==> config.mk <==
export PLATFORM = sky130hd
export DESIGN_NAME = round_judge_flat
export DESIGN_NICKNAME = d
export VERILOG_FILES = /design/src/rtl/round_judge_pkg.sv /design/src/rtl/round_judge_if.sv /design/src/rtl/round_judge_card_decoder.sv /design/src/rtl/round_judge.sv /design/src/flat_wrapper.sv
export SDC_FILE = /design/constraint.sdc
export NUM_CORES = 1
export LEC_CHECK = 0
export ABC_AREA = 1
export CORE_ASPECT_RATIO = 1.25
export CORE_MARGIN = 3
export CORE_UTILIZATION = 53
export DETAILED_ROUTE_END_ITERATION = 10
export GPL_TIMING_DRIVEN = 1
export PLACE_DENSITY_LB_ADDON = 0.08
export REMOVE_ABC_BUFFERS = 1
export SYNTH_ARGS = -nofsm -noshare
export SYNTH_HDL_FRONTEND = slang
export SYNTH_SLANG_ARGS = --single-unit
==> constraint.sdc <==
create_clock -name clk -period 2.1 [get_ports clk]
set_input_delay 0.42 -clock clk [delete_from_list [all_inputs] [get_ports clk]]
set_output_delay 0.42 -clock clk [all_outputs]
set_load 0.03 [all_outputs]
==> src/rtl/round_judge_pkg.sv <==
// round_judge_pkg: state encoding, result codes, default sizes and a three-way compare helper
package round_judge_pkg;
  typedef enum logic [1:0] {S_COLLECT = 2'd0, S_JUDGE = 2'd1, S_SHOW = 2'd2, S_DONE = 2'd3} state_e;
  localparam logic [1:0] RES_NONE = 2'b00;
  localparam logic [1:0] RES_P1 = 2'b01;
  localparam logic [1:0] RES_P2 = 2'b10;
  localparam logic [1:0] RES_DRAW = 2'b11;
  localparam int NUM_CARDS_DEF = 9;
  localparam int NUM_ROUNDS_DEF = 9;
  localparam int SHOW_CYCLES_DEF = 4;
  function automatic logic [1:0] compare_res(input logic [15:0] a, input logic [15:0] b);
    return a > b ? RES_P1 : a < b ? RES_P2 : RES_DRAW;
  endfunction
endpackage

==> src/rtl/round_judge_if.sv <==
// round_judge_if: player hand-out strobes/cards in, judge status and scores out
interface round_judge_if #(parameter int NUM_CARDS = round_judge_pkg::NUM_CARDS_DEF);
  logic p1_valid, p2_valid, p1_ready, p2_ready, p1_err, p2_err, result_valid, game_over;
  logic [3:0] p1_handcard, p2_handcard, p1_score, p2_score, round_cnt;
  logic [NUM_CARDS-1:0] p1_used, p2_used;
  logic [1:0] round_result, winner;
  modport master (
    output p1_valid, p1_handcard, p2_valid, p2_handcard,
    input p1_ready, p2_ready, p1_err, p2_err, p1_used, p2_used, round_result, result_valid,
    input p1_score, p2_score, round_cnt, game_over, winner
  );
  modport slave (
    input p1_valid, p1_handcard, p2_valid, p2_handcard,
    output p1_ready, p2_ready, p1_err, p2_err, p1_used, p2_used, round_result, result_valid,
    output p1_score, p2_score, round_cnt, game_over, winner
  );
endinterface

==> src/rtl/round_judge_card_decoder.sv <==
// round_judge_card_decoder: 4-bit card code to one-hot, flagging codes beyond the deck
module round_judge_card_decoder #(
  parameter int NUM_CARDS = 9
) (
  input  logic [3:0]           code_i,
  output logic [NUM_CARDS-1:0] onehot_o,
  output logic                 out_of_range_o
);
  always_comb begin
    out_of_range_o = int'(code_i) >= NUM_CARDS;
    onehot_o = out_of_range_o ? '0 : NUM_CARDS'(1) << code_i;
  end
endmodule

==> src/rtl/round_judge.sv <==
// round_judge: validates each player's card, judges rounds, keeps score and declares the game winner
module round_judge import round_judge_pkg::*; #(
  parameter int NUM_CARDS = NUM_CARDS_DEF,
  parameter int NUM_ROUNDS = NUM_ROUNDS_DEF,
  parameter int SHOW_CYCLES = SHOW_CYCLES_DEF
) (
  input logic clk,
  input logic resetn,
  round_judge_if.slave bus
);
  localparam int SW = $clog2(SHOW_CYCLES + 1);
  state_e state_q, state_d;
  logic [1:0] got_q, got_d, err_q, err_d, ready, valid, oor;
  logic [1:0][3:0] code, score_q, score_d;
  logic [1:0][NUM_CARDS-1:0] onehot, card_q, card_d, used_q, used_d;
  logic [3:0] round_q, round_d;
  logic [1:0] res_q, res_d;
  logic rv_q, rv_d;
  logic [SW-1:0] show_q, show_d;
  assign valid = {bus.p2_valid, bus.p1_valid};
  assign code = {bus.p2_handcard, bus.p1_handcard};
  round_judge_card_decoder #(.NUM_CARDS(NUM_CARDS)) u_dec_p1 (
    .code_i(code[0]), .onehot_o(onehot[0]), .out_of_range_o(oor[0])
  );
  round_judge_card_decoder #(.NUM_CARDS(NUM_CARDS)) u_dec_p2 (
    .code_i(code[1]), .onehot_o(onehot[1]), .out_of_range_o(oor[1])
  );
  assign ready = state_q == S_COLLECT ? ~got_q : 2'b00;
  always_comb begin
    state_d = state_q;
    got_d = got_q;
    err_d = '0;
    card_d = card_q;
    used_d = used_q;
    score_d = score_q;
    round_d = round_q;
    res_d = res_q;
    rv_d = 1'b0;
    show_d = show_q;
    case (state_q)
      S_COLLECT: begin
        for (int i = 0; i < 2; i++) begin
          if (valid[i] && ready[i]) begin
            if (oor[i] || |(onehot[i] & used_q[i])) err_d[i] = 1'b1;
            else begin
              got_d[i] = 1'b1;
              card_d[i] = onehot[i];
            end
          end
        end
        state_d = &got_d ? S_JUDGE : S_COLLECT;
      end
      S_JUDGE: begin
        // a larger one-hot value is exactly a larger card code
        res_d = compare_res(16'(card_q[0]), 16'(card_q[1]));
        score_d[0] = (res_d == RES_P1 && score_q[0] < 4'(NUM_ROUNDS)) ? score_q[0] + 4'd1 : score_q[0];
        score_d[1] = (res_d == RES_P2 && score_q[1] < 4'(NUM_ROUNDS)) ? score_q[1] + 4'd1 : score_q[1];
        used_d[0] = used_q[0] | card_q[0];
        used_d[1] = used_q[1] | card_q[1];
        round_d = round_q < 4'(NUM_ROUNDS) ? round_q + 4'd1 : round_q;
        got_d = '0;
        rv_d = 1'b1;
        show_d = '0;
        state_d = round_d == 4'(NUM_ROUNDS) ? S_DONE : S_SHOW;
      end
      S_SHOW: begin
        show_d = show_q + SW'(1);
        state_d = show_q == SW'(SHOW_CYCLES - 1) ? S_COLLECT : S_SHOW;
        res_d = show_q == SW'(SHOW_CYCLES - 1) ? RES_NONE : res_q;
      end
      S_DONE: state_d = S_DONE;
    endcase
  end
  always_ff @(posedge clk or negedge resetn) begin
    if (!resetn) begin
      state_q <= S_COLLECT;
      got_q <= '0;
      err_q <= '0;
      card_q <= '0;
      used_q <= '0;
      score_q <= '0;
      round_q <= '0;
      res_q <= RES_NONE;
      rv_q <= 1'b0;
      show_q <= '0;
    end else begin
      state_q <= state_d;
      got_q <= got_d;
      err_q <= err_d;
      card_q <= card_d;
      used_q <= used_d;
      score_q <= score_d;
      round_q <= round_d;
      res_q <= res_d;
      rv_q <= rv_d;
      show_q <= show_d;
    end
  end
  assign bus.p1_ready = ready[0];
  assign bus.p2_ready = ready[1];
  assign bus.p1_err = err_q[0];
  assign bus.p2_err = err_q[1];
  assign bus.p1_used = used_q[0];
  assign bus.p2_used = used_q[1];
  assign bus.round_result = res_q;
  assign bus.result_valid = rv_q;
  assign bus.p1_score = score_q[0];
  assign bus.p2_score = score_q[1];
  assign bus.round_cnt = round_q;
  assign bus.game_over = state_q == S_DONE;
  assign bus.winner = state_q == S_DONE ? compare_res(16'(score_q[0]), 16'(score_q[1])) : RES_NONE;
endmodule

==> src/flat_wrapper.sv <==
// flat-port wrapper written by rule: the top's interface ports become plain ports
module round_judge_flat import round_judge_pkg::*;
#(
  parameter int NUM_CARDS = NUM_CARDS_DEF,
  parameter int NUM_ROUNDS = NUM_ROUNDS_DEF,
  parameter int SHOW_CYCLES = SHOW_CYCLES_DEF
)
  (clk, resetn, bus_p1_valid, bus_p1_handcard, bus_p2_valid, bus_p2_handcard, bus_p1_ready, bus_p2_ready, bus_p1_err, bus_p2_err, bus_p1_used, bus_p2_used, bus_round_result, bus_result_valid, bus_p1_score, bus_p2_score, bus_round_cnt, bus_game_over, bus_winner);
  round_judge_if #(.NUM_CARDS(NUM_CARDS)) bus_i ();
  input logic clk;
  input logic resetn;
  input wire logic [$bits(bus_i.p1_valid)-1:0] bus_p1_valid;
  input wire logic [$bits(bus_i.p1_handcard)-1:0] bus_p1_handcard;
  input wire logic [$bits(bus_i.p2_valid)-1:0] bus_p2_valid;
  input wire logic [$bits(bus_i.p2_handcard)-1:0] bus_p2_handcard;
  output wire logic [$bits(bus_i.p1_ready)-1:0] bus_p1_ready;
  output wire logic [$bits(bus_i.p2_ready)-1:0] bus_p2_ready;
  output wire logic [$bits(bus_i.p1_err)-1:0] bus_p1_err;
  output wire logic [$bits(bus_i.p2_err)-1:0] bus_p2_err;
  output wire logic [$bits(bus_i.p1_used)-1:0] bus_p1_used;
  output wire logic [$bits(bus_i.p2_used)-1:0] bus_p2_used;
  output wire logic [$bits(bus_i.round_result)-1:0] bus_round_result;
  output wire logic [$bits(bus_i.result_valid)-1:0] bus_result_valid;
  output wire logic [$bits(bus_i.p1_score)-1:0] bus_p1_score;
  output wire logic [$bits(bus_i.p2_score)-1:0] bus_p2_score;
  output wire logic [$bits(bus_i.round_cnt)-1:0] bus_round_cnt;
  output wire logic [$bits(bus_i.game_over)-1:0] bus_game_over;
  output wire logic [$bits(bus_i.winner)-1:0] bus_winner;
  assign bus_i.p1_valid = bus_p1_valid;
  assign bus_i.p1_handcard = bus_p1_handcard;
  assign bus_i.p2_valid = bus_p2_valid;
  assign bus_i.p2_handcard = bus_p2_handcard;
  assign bus_p1_ready = bus_i.p1_ready;
  assign bus_p2_ready = bus_i.p2_ready;
  assign bus_p1_err = bus_i.p1_err;
  assign bus_p2_err = bus_i.p2_err;
  assign bus_p1_used = bus_i.p1_used;
  assign bus_p2_used = bus_i.p2_used;
  assign bus_round_result = bus_i.round_result;
  assign bus_result_valid = bus_i.result_valid;
  assign bus_p1_score = bus_i.p1_score;
  assign bus_p2_score = bus_i.p2_score;
  assign bus_round_cnt = bus_i.round_cnt;
  assign bus_game_over = bus_i.game_over;
  assign bus_winner = bus_i.winner;
  round_judge #(.NUM_CARDS(NUM_CARDS), .NUM_ROUNDS(NUM_ROUNDS), .SHOW_CYCLES(SHOW_CYCLES)) u_core (.clk(clk), .resetn(resetn), .bus(bus_i));
endmodule
==> results of run 1 <==
[synth_stat cells]
| master | n | share of area |
|---|---|---|
| clkbuf_1 | 2 | 0.0023 |
| nor2_1 | 21 | 0.025 |
| inv_6 | 1 | 0.0027 |
| clkinv_1 | 1 | 0.0012 |
| a21oi_2 | 1 | 0.0027 |
| inv_2 | 2 | 0.0023 |
| ha_1 | 25 | 0.098 |
| inv_1 | 51 | 0.060 |
| dfrtp_1 | 60 | 0.47 |
| nand3_1 | 28 | 0.044 |
| a21o_1 | 4 | 0.0094 |
| nand3_2 | 1 | 0.0031 |
| nor3b_1 | 1 | 0.0023 |
| nor2_2 | 8 | 0.016 |
| o21a_1 | 1 | 0.0023 |
| xor2_1 | 2 | 0.0055 |
| buf_12 | 1 | 0.0063 |
| nand2_1 | 85 | 0.10 |
| nor2_4 | 1 | 0.0035 |
| o21bai_1 | 12 | 0.028 |
| nand4_1 | 7 | 0.014 |
| o22ai_1 | 1 | 0.0020 |
| nor3_1 | 3 | 0.0047 |
| buf_4 | 1 | 0.0023 |
| o21ai_1 | 7 | 0.011 |
| o21ai_0 | 16 | 0.025 |
| xnor2_1 | 1 | 0.0027 |
| a21oi_1 | 13 | 0.020 |
| o21ai_2 | 8 | 0.022 |
| nand2_2 | 4 | 0.0078 |
| nand3_4 | 1 | 0.0055 |
[power groups by stage]
stage	registers, W	logic, W	clock network, W
after floorplan	0.00203	0.00125	0
after global placement	0.00172	0.00238	0
after detailed placement	0.00173	0.00245	0
after CTS	0.00169	0.00252	0.00104
after global routing	0.00173	0.00283	0.00110
final	0.00169	0.00253	0.00103
[what timing repair did]
item,in CTS,in global routing
buffers inserted,4,1
setup endpoints to repair,5,5
gates resized for setup,5,8
pin swaps,0,1
[critical path: cells and delay by family (launching register included)]
family | cells | cell delay, ns
flops | 1 | 0.41
fa+ha+maj | 1 | 0.34
compound gates | 2 | 0.31
buf+inv | 1 | 0.16
simple gates | 2 | 0.14
[through the flow]
| step | power [W] | TNS, ns | cell area (µm²) | std cells |
|---|---|---|---|---|
| after detailed placement | 0.00417 | 0 | 3850 | 494 |
| after global placement | 0.00410 | 0 | 3850 | 494 |
| after CTS | 0.00524 | -0.0267 | 4070 | 513 |
| final | 0.00525 | -0.0245 | 4090 | 514 |
| after global routing | 0.00567 | -0.0911 | 4090 | 514 |
| after floorplan | 0.00328 | 0 | 3160 | 366 |
[cells by family after synthesis]
logic type / count (synthesis)
AND/OR/NAND/NOR: 160
AO/OA/AOI/OAI: 63
flip-flops: 60
buffers and inverters: 59
adder cells (fa/ha/maj): 25
XOR/XNOR: 3
[state kept, by name, summed over array words and instances, names as in the netlist]
signal,cells
u_core.state_q,2
u_core.bus.round_cnt,4
u_core.err_q,2
u_core.bus.p2_used,9
u_core.bus.round_result,2
u_core.got_q,2
u_core.show_q,3
u_core.card_q,18
u_core.bus.p2_score,4
u_core.bus.result_valid,1
u_core.bus.p1_used,9
u_core.bus.p1_score,4
[path summary, 6_finish.rpt]
check	from	end	slack, ns	cells past startpoint
worst max-delay path	u_core.bus.p1_score[3]	bus_winner[1]	-0.02	6
worst min-delay path	resetn	u_core.bus.round_cnt[3]	0.06	2
worst max register to register	u_core.card_q[11]	u_core.bus.p2_score[3]	0.24	7
worst min register to register	u_core.bus.round_result[1]	u_core.bus.round_result[1]	0.49	2
max in group asynchronous	resetn	u_core.bus.p2_used[2]	1.77	2
min in group clk	u_core.bus.round_result[1]	u_core.bus.round_result[1]	0.49	2
[layout make-up]
cell class | count | area (µm²)
clock inverters | 5 | 52.6
fillers | 475 | 1720
flip-flops and latches | 60 | 1500
repair buffers | 67 | 634
multi-input cells | 251 | 1470
inverters | 55 | 211
well taps | 66 | 82.6
clock buffers | 10 | 138
[layer usage]
metal | vias up | GRT usage | share of wire
li1 | 1356 | - | -
met1 | 1286 | 0.287 | 0.44
met3 | 21 | 0.0489 | 0.034
met2 | 64 | 0.372 | 0.50
met5 | - | 0 | 0
met4 | 0 | 0.112 | 0.029
==> metrics.md, run 1 <==
| Metric | Value |
|---|---|
| Via density per instance | `5.31` |
| RSZ-0062 raised after global routing | `yes` |
| CP max stage delay | `0.41 ns` |
| I/O Pins | `52` |
| Post-Syn Area | `0.00320 mm²` |
| Measured slew at the worst slew-check pin | `0.351 ns` |
| Layout cells sized above 1 | `0.154` |
| Global Route Usage Sum | `0.231` |
| Worst Path Arrival | `1.70 ns` |
| CORE AREA | `0.00582 mm²` |
| First-pass GRT wire length | `12,200 µm` |
| Via count | `2,727` |
| Chip Height | `92.9 µm` |
| Leading cell type in the layout, fill and taps excluded | `nand2_1` |
| H-tree depth | `3` |
| Sw Share | `0.431` |
| Static Leak | `2.02 nW` |
| Critical path class | `register to output port` |
| Post-synthesis sequential area ratio | `0.469` |
| Die area | `0.00701 mm²` |
| Failing checks | `negative setup slack` |
| Clk Latency, worst-skew pair | `0.35 ns` |
| Final Hold Violating Endpoints | `0` |
| Post-Synth XOR/XNOR Area | `0.00822` |
| Slew HR | `0.765` |
| Avg WL per Cell | `13.9 µm` |
| Hold_ws | `0.0584 ns` |
| Maximum VDD drop | `0.809 mV` |
| Post-route minimum period | `2.12 ns` |
| Startpoint Class | `register` |
| DRC Markers | `0` |
| Max cap viols | `0` |
| Max Freq | `471 MHz` |
| Antenna violations before repair | `0` |
| Final Wtd Congestion | `0.891` |
| Area Overhead vs Synth | `28.0%` |
| Critical path data required time | `1.68 ns` |
| Post-synthesis compound-gate area fraction | `0.123` |
| Largest family of logic cells by synthesized area | `simple AND/OR/NAND/NOR gates` |
| CTS Hold Bufs | `0` |
| Root Buffer | `clkbuf_8` |
| Cells along the critical path | `ha_1 > nand2_1 > o21a_1 > a21oi_1 > nor2_1 > buf_4` |
| Mapped Avg Cell Area | `8.64 µm²` |
| Initial core utilization | `0.550` |
| Most frequent cells in the layout | `nand2_1 (85), dfrtp_1 (60), inv_1 (49)` |
| Die W | `75.5 µm` |
| Mux cell area share after synthesis | `0` |
| Distinct cells, synth | `31` |
| Vias in the first global route | `2,669` |
| Post-Place Worst Slack | `0.0548 ns` |
| YS warnings | `0` |
| Overflow after GRT | `0` |
| Clock Skews | `0.0124 ns` |
| Clock tree buffer depth | `2` |
| Switching power | `0.00226 W` |
| Post-Synthesis Cells | `370` |
| Crit-path slowest cell | `dfrtp_1` |
| Remaining antenna violation count | `0` |
| Std cell rows | `31` |
| TritonRoute pass-1 iters | `4` |
| Wirelength, routed | `7160 µm` |
| Status | `complete, but fails checks` |
| Post-Synth Adder-Cell Area | `0.0978` |
| Final setup viols | `1` |
| Ant diodes | `0` |
| Final setup margin | `-0.0245 ns` |
| Port Buf Inserts | `51` |
| CTS tree | `built` |
| Final core occ | `0.704` |
| Post-DP HPWL | `5260 µm` |
| CTS Buf Count | `9` |
| Hold crit path type | `input port to async pin` |
| Final Max Slew Viols | `0` |
| Final nets | `481` |
| Pint | `0.00299 W` |
| Reg power frac | `0.322` |
| Post-Synth Simple-Gate Area | `0.225` |
| Power per Cell Area | `1280 mW/mm²` |
| Number of synthesized register bits | `60` |
| CTS sink count | `60` |
| Tcrit/Tclk final | `1.01` |
| Largest net degree at the start of global routing | `61` |
| Clock-pin slew reported for the worst setup and hold paths after clock tree synthesis | `0.07 ns` |
| 1st-iter DRT viols | `89` |
| Logic pwr share | `0.482` |
| Worst-path maximum fanout | `3` |
| CP endpoint kind | `output port` |
| Clock Power Share | `0.196` |
Note: power is estimated with default switching activity, not from simulation.
==> run 2: changes to the inputs <==
--- a/config.mk
+++ b/config.mk
@@ -9,9 +9,11 @@
 export CORE_ASPECT_RATIO = 1.25
 export CORE_MARGIN = 3
 export CORE_UTILIZATION = 53
+export CTS_CLUSTER_SIZE = 28
 export DETAILED_ROUTE_END_ITERATION = 10
 export GPL_TIMING_DRIVEN = 1
 export PLACE_DENSITY_LB_ADDON = 0.08
+export RECOVER_POWER = 25
 export REMOVE_ABC_BUFFERS = 1
 export SYNTH_ARGS = -nofsm -noshare
 export SYNTH_HDL_FRONTEND = slang
==> metrics.md, run 2 (synthesis results as in run 1) <==
| Metric | Value |
|---|---|
| Status | `complete, but fails checks` |
| Failing checks | `negative setup slack` |
| Clk Latency, worst-skew pair | `0.35 ns (about the same)` |
| Most frequent cells in the layout | `nand2_1 (85), dfrtp_1 (60), inv_1 (49)` |
| Global Route Usage Sum | `0.231 (unchanged)` |
| Std cell rows | `31 (unchanged)` |
| CTS sink count | `60 (unchanged)` |
| Largest net degree at the start of global routing | `61 (unchanged)` |
| CORE AREA | `0.00582 mm² (unchanged)` |
| DRC Markers | `0 (unchanged)` |
| Final Max Slew Viols | `0 (unchanged)` |
| Critical path data required time | `1.68 ns (about the same)` |
| Antenna violations before repair | `0 (unchanged)` |
| Chip Height | `92.9 µm (unchanged)` |
| Total design power | `0.00525 W (about the same)` |
| CTS Buf Count | `9 (unchanged)` |
| Post-route minimum period | `2.13 ns (+0.000569 ns)` |
| Maximum VDD drop | `0.809 mV (about the same)` |
| Overflow after GRT | `0 (unchanged)` |
| Die area | `0.00701 mm² (unchanged)` |
| Power per Cell Area | `1290 mW/mm² (+0.30%)` |
| Die W | `75.5 µm (unchanged)` |
| Final nets | `481 (unchanged)` |
| Logic pwr share | `0.481 (about the same)` |
| Max cap viols | `0 (unchanged)` |
| Via count | `2,724 (-0.11%)` |
| Tcrit/Tclk final | `1.01 (about the same)` |
| Clock Skews | `0.0123 ns (-0.000164 ns)` |
| H-tree depth | `3 (unchanged)` |
| Initial core utilization | `0.550 (unchanged)` |
| Avg WL per Cell | `14.0 µm (+0.20%)` |
| Hold_ws | `0.485 ns (+0.427 ns)` |
| Hold crit path type | `input port to async pin` |
| Clock-pin slew reported for the worst setup and hold paths after clock tree synthesis | `0.07 ns (about the same)` |
| Reg power frac | `0.322 (about the same)` |
| Wirelength, routed | `7180 µm (+0.20%)` |
| Worst Path Arrival | `1.71 ns (about the same)` |
| Layout cells sized above 1 | `0.154 (unchanged)` |
| Design area | `0.00408 mm² (-0.37%)` |
| Final Hold Violating Endpoints | `0 (unchanged)` |
| Via density per instance | `5.30 (-0.11%)` |
| Ant diodes | `0 (unchanged)` |
| I/O Pins | `52 (unchanged)` |
| Leading cell type in the layout, fill and taps excluded | `nand2_1` |
| Max Freq | `471 MHz (about the same)` |
| Final setup margin | `-0.0251 ns (-0.000569 ns)` |
| Measured slew at the worst slew-check pin | `1.45 ns (+1.09 ns)` |
| Remaining antenna violation count | `0 (unchanged)` |
| Port Buf Inserts | `51 (unchanged)` |
| 1st-iter DRT viols | `89 (unchanged)` |
| R2R cell count | `7 (unchanged)` |
| CP endpoint kind | `output port` |
| Worst-path maximum fanout | `3 (unchanged)` |
| CTS tree | `built` |
| CTS Hold Bufs | `0 (unchanged)` |
| Post-Place Worst Slack | `0.0548 ns (unchanged)` |
| Placed inst area | `0.00385 mm² (unchanged)` |
| RSZ-0062 raised after global routing | `yes` |
| Final setup viols | `1 (unchanged)` |
| Vias in the first global route | `2,669 (unchanged)` |
| Area Overhead vs Synth | `27.5%` |
| First-pass GRT wire length | `12,200 µm (unchanged)` |
| Max reg flops | `18 (unchanged)` |
| Post-DP HPWL | `5260 µm (unchanged)` |
| Pint | `0.00298 W (-0.11%)` |
| Static Leak | `2.01 nW (-0.26%)` |
| Largest Register | `u_core.card_q` |
| Clock Power Share | `0.196 (about the same)` |
| Critical path class | `register to output port` |
| Switching power | `0.00226 W (about the same)` |
| Root Buffer | `clkbuf_8` |
| Clock tree buffer depth | `2 (unchanged)` |
| TritonRoute pass-1 iters | `4 (unchanged)` |
| Startpoint Class | `register` |
| Final Wtd Congestion | `0.891 (unchanged)` |
| Slew HR | `0.0364 (-0.729)` |
| Sw Share | `0.431 (about the same)` |
run 2: cell count changes in the layout (fill, tap and decap cells not counted):
cell,change
buf_12,-1
clkbuf_2,+1
run 2: per-layer routing:
layer | track usage | vias up | part of all wire
met5 | 0 | - | 0
li1 | - | 1354 | -
met3 | 0.0489 | 20 | 0.034
met1 | 0.287 | 1288 | 0.44
met2 | 0.372 | 62 | 0.50
met4 | 0.112 | 0 | 0.030
run 2: worst max-delay path, stage by stage, from the launching register on:
cell	delay, ns
dfrtp_1	0.41
ha_1	0.34
nand2_1	0.09
o21a_1	0.20
a21oi_1	0.11
nor2_1	0.05
buf_4	0.16
run 2: final timing paths:
path	start	end	slack, ns
worst min-delay path	resetn	u_core.bus.round_cnt[3]	0.49
min in group clk	u_core.bus.round_result[1]	u_core.bus.round_result[1]	0.49
max in group asynchronous	resetn	u_core.bus.p2_used[2]	0.73
worst min register to register	u_core.bus.round_result[1]	u_core.bus.round_result[1]	0.49
worst max-delay path	u_core.bus.p1_score[3]	bus_winner[1]	-0.03
worst max register to register	u_core.card_q[11]	u_core.bus.p2_score[3]	0.24
run 2: cell type report:
type,count,area (µm²)
clock inverters,5,52.6
clock buffers,10,138
well taps,66,82.6
multi-input cells,251,1470
flip-flops and latches,60,1500
fillers,477,1740
repair buffers,67,619
inverters,55,211
run 2: power by group through the flow:
stage / Sequential [W] / Clock [W] / Combinational [W]
6_report: 0.00169 / 0.00103 / 0.00253
5_1_grt: 0.00173 / 0.00110 / 0.00283
4_1_cts: 0.00169 / 0.00104 / 0.00252
3_5_place_dp: 0.00173 / 0 / 0.00245
3_3_place_gp: 0.00172 / 0 / 0.00238
2_1_floorplan: 0.00203 / 0 / 0.00125
run 2: what timing repair did:
| action | CTS | global route |
|---|---|---|
| setup buffers | 4 | 1 |
| resized for setup | 5 | 8 |
| endpoints found under the hold margin | 0 | 0 |
| pin swaps | 0 | 1 |
| setup endpoints to repair | 5 | 5 |
run 2: per-stage QoR:
step / util / TNS, ns / std cells
floorplan: - / 0 / 366
global placement: 0.662 / 0 / 494
detailed placement: 0.662 / 0 / 494
CTS: 0.700 / -0.0267 / 513
global route: 0.701 / -0.0911 / 514
finish: 0.701 / -0.0251 / 514
